### config.mk
export PLATFORM = sky130hd
export DESIGN_NAME = uparc_regfile
export DESIGN_NICKNAME = d
export VERILOG_FILES = /design/src/rtl/uparc_regfile_pkg.sv /design/src/rtl/uparc_regfile_clr.sv /design/src/rtl/uparc_regfile.sv
export SDC_FILE = /design/constraint.sdc
export NUM_CORES = 1
export LEC_CHECK = 0
export CORE_ASPECT_RATIO = 1.75
export CORE_UTILIZATION = 62
export DETAILED_ROUTE_END_ITERATION = 6
export PLACE_DENSITY = 0.83
export SETUP_SLACK_MARGIN = 0.15
export SLEW_MARGIN = 20
export SYNTH_ARGS = -nofsm -noshare
export SYNTH_HDL_FRONTEND = slang
export SYNTH_SLANG_ARGS = --single-unit
### constraint.sdc
create_clock -name clk -period 7.27 [get_ports clk]
set_input_delay 0.727 -clock clk [delete_from_list [all_inputs] [get_ports clk]]
set_output_delay 0.727 -clock clk [all_outputs]
set_load 0.03 [all_outputs]
### src/rtl/uparc_regfile_pkg.sv
// Shared constants and types for the uparc register file.
// Optional feature macro: UPARC_RF_BYPASS_EN (write-to-read forwarding), off by default.
package uparc_regfile_pkg;

  localparam int UPARC_REGNO_WIDTH = 5;
  localparam int UPARC_REG_WIDTH   = 32;
  localparam int RF_NREGS          = 1 << UPARC_REGNO_WIDTH;
  localparam int RF_NRD            = 2;   // read ports: 0 = rs, 1 = rt

  localparam logic [UPARC_REGNO_WIDTH-1:0] RF_FIRST = UPARC_REGNO_WIDTH'(1);
  localparam logic [UPARC_REGNO_WIDTH-1:0] RF_LAST  = UPARC_REGNO_WIDTH'(RF_NREGS - 1);

  typedef enum logic {
    RF_CLEAR = 1'b0,
    RF_RUN   = 1'b1
  } rf_state_e;

  // One write into the storage array, from either the clear engine or writeback.
  typedef struct packed {
    logic                         we;
    logic [UPARC_REGNO_WIDTH-1:0] no;
    logic [UPARC_REG_WIDTH-1:0]   val;
  } rf_wr_t;

endpackage

### src/rtl/uparc_regfile_clr.sv
// Post-reset clear sequencer: walks r1..r31 writing zero, then hands over to RUN.
module uparc_regfile_clr
  import uparc_regfile_pkg::*;
(
  input  logic                         clk,
  input  logic                         rst,
  output logic                         o_busy,
  output logic                         o_clr_we,
  output logic [UPARC_REGNO_WIDTH-1:0] o_clr_no
);

  rf_state_e                    state, state_nx;
  logic [UPARC_REGNO_WIDTH-1:0] cnt, cnt_nx;

  // State and clear pointer; reset always restarts the sweep at r1.
  always_ff @(posedge clk) begin
    if (rst) begin
      state <= RF_CLEAR;
      cnt   <= RF_FIRST;
    end else begin
      state <= state_nx;
      cnt   <= cnt_nx;
    end
  end

  // Next state, busy flag and clear strobe; no clear write while rst is high.
  always_comb begin
    state_nx = state;
    cnt_nx   = cnt;
    o_busy   = 1'b0;
    o_clr_we = 1'b0;
    o_clr_no = cnt;
    case (state)
      RF_CLEAR: begin
        o_busy   = 1'b1;
        o_clr_we = ~rst;
        if (cnt == RF_LAST) begin
          state_nx = RF_RUN;
          cnt_nx   = RF_FIRST;
        end else begin
          cnt_nx   = cnt + 1'b1;
        end
      end
      RF_RUN:  ;
      default: state_nx = RF_CLEAR;
    endcase
  end

endmodule

### src/rtl/uparc_regfile.sv
// Two-read, one-write GPR file with registered read data and a post-reset clear.
// r0 is hardwired to zero and has no storage.
// Define UPARC_RF_BYPASS_EN to forward same-cycle writeback data to the read outputs.
module uparc_regfile
  import uparc_regfile_pkg::*;
(
  input  logic                         clk,
  input  logic                         rst,
  input  logic                         i_stall,
  input  logic [UPARC_REGNO_WIDTH-1:0] i_rs_no,
  input  logic [UPARC_REGNO_WIDTH-1:0] i_rt_no,
  output logic [UPARC_REG_WIDTH-1:0]   o_rs_val,
  output logic [UPARC_REG_WIDTH-1:0]   o_rt_val,
  input  logic [UPARC_REGNO_WIDTH-1:0] i_rd_no,
  input  logic [UPARC_REG_WIDTH-1:0]   i_rd_val,
  output logic                         o_init_busy
);

  logic                                       clr_we;
  logic [UPARC_REGNO_WIDTH-1:0]               clr_no;
  rf_wr_t                                     wr;
  logic [UPARC_REG_WIDTH-1:0]                 mem [1:RF_NREGS-1];
  logic [RF_NRD-1:0][UPARC_REGNO_WIDTH-1:0]   rd_no;
  logic [RF_NRD-1:0][UPARC_REG_WIDTH-1:0]     rd_nx;
  logic [RF_NRD-1:0][UPARC_REG_WIDTH-1:0]     rd_q;

  assign rd_no    = {i_rt_no, i_rs_no};
  assign o_rs_val = rd_q[0];
  assign o_rt_val = rd_q[1];

  uparc_regfile_clr u_clr (
    .clk      (clk),
    .rst      (rst),
    .o_busy   (o_init_busy),
    .o_clr_we (clr_we),
    .o_clr_no (clr_no)
  );

  // Write source select: clear engine owns the array while busy; writeback
  // is ignored in CLEAR and during reset, and a target of r0 is dropped.
  always_comb begin
    wr = '0;
    if (clr_we) begin
      wr.we  = 1'b1;
      wr.no  = clr_no;
      wr.val = '0;
    end else if (!o_init_busy && !rst && (i_rd_no != '0)) begin
      wr.we  = 1'b1;
      wr.no  = i_rd_no;
      wr.val = i_rd_val;
    end
  end

  // Storage update; deliberately not gated by stall.
  always_ff @(posedge clk) begin
    if (wr.we) mem[wr.no] <= wr.val;
  end

  // Per-port read mux: r0 reads zero, optionally forward the in-flight write.
  always_comb begin
    rd_nx = '0;
    for (int p = 0; p < RF_NRD; p++) begin
      if (rd_no[p] != '0) begin
        rd_nx[p] = mem[rd_no[p]];
`ifdef UPARC_RF_BYPASS_EN
        if (wr.we && (wr.no == rd_no[p])) rd_nx[p] = wr.val;
`endif
      end
    end
  end

  // Read output registers: zero in reset/CLEAR, hold on stall.
  always_ff @(posedge clk) begin
    if (rst || o_init_busy) begin
      rd_q <= '0;
    end else if (!i_stall) begin
      rd_q <= rd_nx;
    end
  end

endmodule

==> out/results.ini, run 1 <==
[status]
outcome=complete, but fails checks
violations=design-rule violations

[timing]
holdWs_ns=0.539
fin_crit_ns=3.52
rsz0062_at_grt=no
finalSetupViolCount=0
maxSlewViolCount=0
maxSlewHeadroom_pct=20.5
finalSetupTns_ns=0
fin_skew_ns=0.0239
finalHoldViolCount=0
tightest_slew_ns=1.19
max_freq_mhz=284
final.period_utilization_pct=48.4

[floorplanning]
die_h_um=377
die_x_um=217
pin_count=115
fp.dieArea_mm2=0.0818
start_util_pct=62.7
num_rows=137
core_mm2=0.0797

[cts]
cts_setup_buffers=0
cts_tree=done
cts_buffers=87
cts_root_buffer=clkbuf_16
cts.sinks=1062
insertion_delay_ns=0.69
cts_buffer_depth=3
clkTransAtPathRegs_ns=0.07
holdBufCountCts=0
cts_resized=0
htree_levels=3

[synthesis]
synth_nets=3174
ys_seq_area_share_pct=62.4
netlist_instances=3122
synth_edf_count=992
synth_top_area_share_pct=59.6
synth_seq_cells=1062
avgSynthCellArea_um2=16.0
synthTopCellsByArea=edfxtp_1 (60%), mux4_2 (12%), mux2i_1 (8.7%)
synth_cell_types=40
synth_flop_cell=edfxtp_1
async_reset_ff_share_pct=0
yosys_warnings=0
yosysTopAreaCell=edfxtp_1
syn-cell-area_mm2=0.0500
synth_common_cells=edfxtp_1 (992), mux2i_1 (433), mux4_2 (256)
yosysMostFrequentCell=edfxtp_1

[route]
wl_um=151000
drt_iter0_drc=4827
via_per_inst=7.65
dr.pass1.iters=7
routedWlPerCell_um=35.5
via_count=32600
antenna_left=0
remaining_drc_errors=1

[critical_path]
crit_required_ns=7.58
crit_type=register to register
cp-endpoint=mem[24][19]
worst_r2r_path_depth=5
crit_start=u_clr.state
reg2reg_to=mem[24][19]
timing.rr.start=u_clr.state
r2r_slack_ns=3.75
crit_path_max_fanout=27
worstSetupEndpointType=register
cp_data_arrival_time_ns=3.83
worstSetupStartpointType=register

[grt]
grt_overflow=0
grt_pass1_wl_um=217000
grt_max_degree=137
grt_usage_pct=37.1
grt_antenna_before_repair=6
first_global_vias=33500

[cells_and_area]
nets=3194
final_area_mm2=0.0548
drive_above_1_share_pct=19.1
syn_to_final_growth_pct=9.76

[hold_path]
holdCritStartpoint=o_rt_val[18]
whs_path_depth=2
hold_class=register to register

[placed_design]
post_dp_cell_area_mm2=0.0519
numPortBuffers=114
hpwl_um=84100
routabilityCongestion=0.879

[power]
p_total_mw=12.4
p_per_area_mw_per_mm2=227
vdd_drop_max_uv=230
p_leak_nw=17.4

[run]
drv_cap=0

[through the flow]
stage               utilization (%)  setup WS, ns  std cells
CTS                            68.8          3.83       4253
global placement               65.1          3.47       4094
global route                   68.8          3.66       4254
finish                         68.8          3.75       4256
detailed placement             65.1          3.35       4094
floorplan                         -          2.02       3122
[worst min path at each step]
stage                              endpoint  slack (ns)
after floorplan           u_clr.o_clr_no[3]        0.47
after global placement    u_clr.o_clr_no[3]        0.49
after detailed placement       o_rt_val[30]        0.52
after CTS                      o_rt_val[30]        0.53
after global routing           o_rs_val[15]        0.56
final                          o_rt_val[18]        0.54
[kinds of logic (layout without fill, tap and decap cells)]
logic type | Yosys count | after routing | share of synthesized area [%]
compound gates | 653 | 653 | 8.68
fa+ha+maj | 2 | 2 | 0.0501
other cells | 0 | 2 | 0
buf+inv | 267 | 357 | 2.90
simple gates | 365 | 365 | 3.81
mux | 773 | 773 | 22.1
flops | 1062 | 1062 | 62.4
[per-layer routing]
layer | share of wire [%] | vias to the layer above | GRT usage [%]
met2 | 48 | 2866 | 59.3
li1 | - | 12800 | -
met1 | 31 | 16100 | 43.8
met3 | 13 | 801 | 8.39
met5 | 0.0080 | - | 0
met4 | 8.8 | 2 | 28.4
[worst max-delay path, cell delays in order, from the launching register on]
cell	delay (ns)
dfxtp_1	0.68
inv_1	0.30
nor4_1	0.37
o21bai_1	0.37
nor4_2	0.77
buf_4	0.63
[power breakdown]
| part | leakage [nW] | total (mW) | internal, mW | switching (mW) |
|---|---|---|---|---|
| clock | 1.41 | 4.86 | 2.69 | 2.17 |
| sequential | 9.16 | 6.64 | 6.62 | 0.0190 |
| combinational | 6.85 | 0.932 | 0.358 | 0.574 |
| total | 17.4 | 12.4 | 9.67 | 2.76 |
[cell type report]
| cell class | count | area (um^2) |
|---|---|---|
| clock inverters | 43 | 470 |
| clock buffers | 116 | 2410 |
| inverters | 4 | 15.0 |
| diodes | 2 | 5.00 |
| well taps | 1042 | 1300 |
| fillers | 4924 | 24900 |
| flip-flops and latches | 1062 | 31200 |
| repair buffers | 194 | 1820 |
| multi-input cells | 1793 | 17600 |
[placed cells by master (no fill, tap or decap), types with 74 or more instances in the layout]
cell	Yosys	final
o22ai_1	128	128
clkbuf_16	0	91
buf_4	53	74
mux2_2	84	84
nor2_1	84	76
edfxtp_1	992	992
clkdlybuf4s50_1	0	104
mux2i_1	433	433
o21ai_0	229	229
and2_1	155	152
mux4_2	256	256
[sequential cells by signal, indices dropped and copies added, names as in the netlist]
register and count:
u_clr.o_clr_no 5, mem 992, o_rs_val 32, u_clr.state 1, o_rt_val 32
Note: power is estimated with default switching activity, not from simulation.
==> run 2: changes to the inputs <==
==> constraint.sdc (replaced) <==
create_clock -name clk -period 3.65 [get_ports clk]
set_input_delay 0.365 -clock clk [delete_from_list [all_inputs] [get_ports clk]]
set_output_delay 0.365 -clock clk [all_outputs]
set_load 0.03 [all_outputs]
==> run 2 against run 1 <==
Net effect:
- the flow now finishes without violations
- via count rose by 1.3%
- wire length rose by 2.6%
- global-route usage rose by 1.3 points
- total power rose by 100%
- sequential share of layout area fell by 1.3 points
- largest cell class unchanged
- setup slack got worse by 3.2 ns
- maximum frequency rose by 15%
- highest routed layer unchanged
- critical endpoint is now mem[25][19]
- sequential power rose by 99%
- clock-buffer cell count rose by 5
- clock skew fell by 0.0016 ns
- critical path depth rose by 1
- flip-flop and latch count did not move
- critical path type unchanged
==> out/results.ini, run 2 (same netlist as run 1, synthesis figures left out) <==
[status]
outcome=completed

[placed_design]
numPortBuffers=114
routabilityCongestion=0.915
hpwl_um=93700
dp_slack_ns=0.614

[run]
drv_cap=0

[grt]
grt_overflow=0
grt_pass1_wl_um=223000
first_global_vias=34100
grt_antenna_before_repair=7
grt_usage_pct=38.4
grt_max_degree=88

[cells_and_area]
nets=3281
layout_commonest_cell=edfxtp_1
fillers=4746
top_register=mem
seq_area_mm2=0.0312
largest_reg_flops=992
syn_to_final_growth_pct=12.3
mostFrequentLayoutCells=edfxtp_1 (992), mux2i_1 (433), mux4_2 (256)
multi_input_area_mm2=0.0178
drive_above_1_share_pct=21.4

[cts]
cts_root_buffer=clkbuf_16
insertion_delay_ns=0.69
cts.sinks=1062
cts_buffers=87
holdBufCountCts=0
cts_resized=0
cts_buffer_depth=3
htree_levels=3
cts_setup_buffers=0
cts_tree=done
clkTransAtPathRegs_ns=0.07

[critical_path]
crit_type=register to register
crit_required_ns=3.97
cp_data_arrival_time_ns=3.38
worstSetupEndpointType=register
worstSetupStartpointType=register
crit_path_max_fanout=17

[route]
via_per_inst=7.59
route.met2.wl_um=75500
wl_met3_um=19300
remaining_drc_errors=0
routedWlPerCell_um=35.6
met1Wirelength_um=47500
via_count=33000
dr.pass1.iters=6
antenna_left=0
drt_iter0_drc=4816
wl_um=155000
topRoutingLayerUsed=met5

[power]
p_per_area_mw_per_mm2=446
netSwitchingPower_mw=5.61
p_leak_nw=18.0
p_seq_share_pct=52.8
internal_power_mw=19.4
p_total_mw=25.0
p_clk_share_pct=39.3
switching_share_pct=22.4
vdd_drop_max_uv=328
pwr-share-comb_pct=7.9

[floorplanning]
num_rows=137
die_h_um=377
fp.dieArea_mm2=0.0818
die_x_um=217
start_util_pct=62.7
core_mm2=0.0797
pin_count=115

[timing]
fin_skew_ns=0.0222
final.period_utilization_pct=83.9
maxSlewViolCount=0
finalSetupViolCount=0
max_freq_mhz=327
finalHoldViolCount=0
maxSlewHeadroom_pct=28.6
tightest_slew_ns=1.07
fin_crit_ns=3.06
finalWorstSetupSlack_ns=0.588
rsz0062_at_grt=no

[hold_path]
hold_class=input pin to register

## run 2: cell types whose count changed in the layout (fill, tap and decap cells not counted), moves of 4 or more
cell,delta
buf_4,+63
buf_12,+25
clkinvlp_4,+4
clkinv_1,-7
nor4_4,+25
nor4_2,-25
## run 2: per-layer routing
layer	vias up	track usage (%)
met3	826	10.0
met2	2780	63.2
li1	13000	-
met5	-	0
met1	16400	43.7
met4	2	27.1
## run 2: worst max-delay path, cell delays in order (launching register included)
cell and delay [ns]:
dfxtp_1 0.66, inv_1 0.30, o32ai_1 0.45, nand2b_1 0.30, buf_4 0.28, nor4_4 0.24, buf_4 0.45
## run 2: layout make-up
| cell class | count | area share (%) |
|---|---|---|
| Antenna cell | 3 | 0.0134 |
| Clock buffer | 121 | 4.39 |
| Clock inverter | 40 | 0.866 |
| Inverter | 4 | 0.0268 |
| Multi-Input combinational cell | 1793 | 31.8 |
| Sequential cell | 1062 | 55.6 |
| Tap cell | 1042 | 2.32 |
| Timing Repair Buffer | 281 | 4.96 |
## run 2: worst paths after layout
check	start	end	slack, ns	cells past startpoint
worst max-delay path	u_clr.state	mem[25][19]	0.59	6
worst min-delay path	i_rs_no[3]	o_rs_val[30]	0.33	3
worst max register to register	u_clr.state	mem[25][19]	0.59	6
worst min register to register	o_rs_val[6]	o_rs_val[6]	0.53	2
## run 2: stage by stage
| stage | setup TNS, ns | cells | instance area, um^2 | hold WS [ns] | utilization (%) |
|---|---|---|---|---|---|
| 2_1_floorplan | -117.22 | 3122 | 50200 | 0.466 | - |
| 3_3_place_gp | 0 | 4182 | 53100 | 0.494 | 66.7 |
| 3_5_place_dp | 0 | 4182 | 53100 | 0.521 | 66.7 |
| 4_1_cts | 0 | 4343 | 56100 | 0.266 | 70.3 |
| 5_1_grt | 0 | 4344 | 56100 | 0.319 | 70.4 |
| 6_report | 0 | 4346 | 56100 | 0.328 | 70.4 |
## run 2: power by group through the flow
stage | Clock (mW) | Sequential [mW] | Combinational (mW)
6_report | 9.82 | 13.2 | 1.97
5_1_grt | 10.2 | 13.2 | 2.02
4_1_cts | 9.80 | 13.2 | 1.91
3_5_place_dp | 0 | 13.5 | 1.89
3_3_place_gp | 0 | 13.5 | 1.84
2_1_floorplan | 0 | 13.5 | 1.26
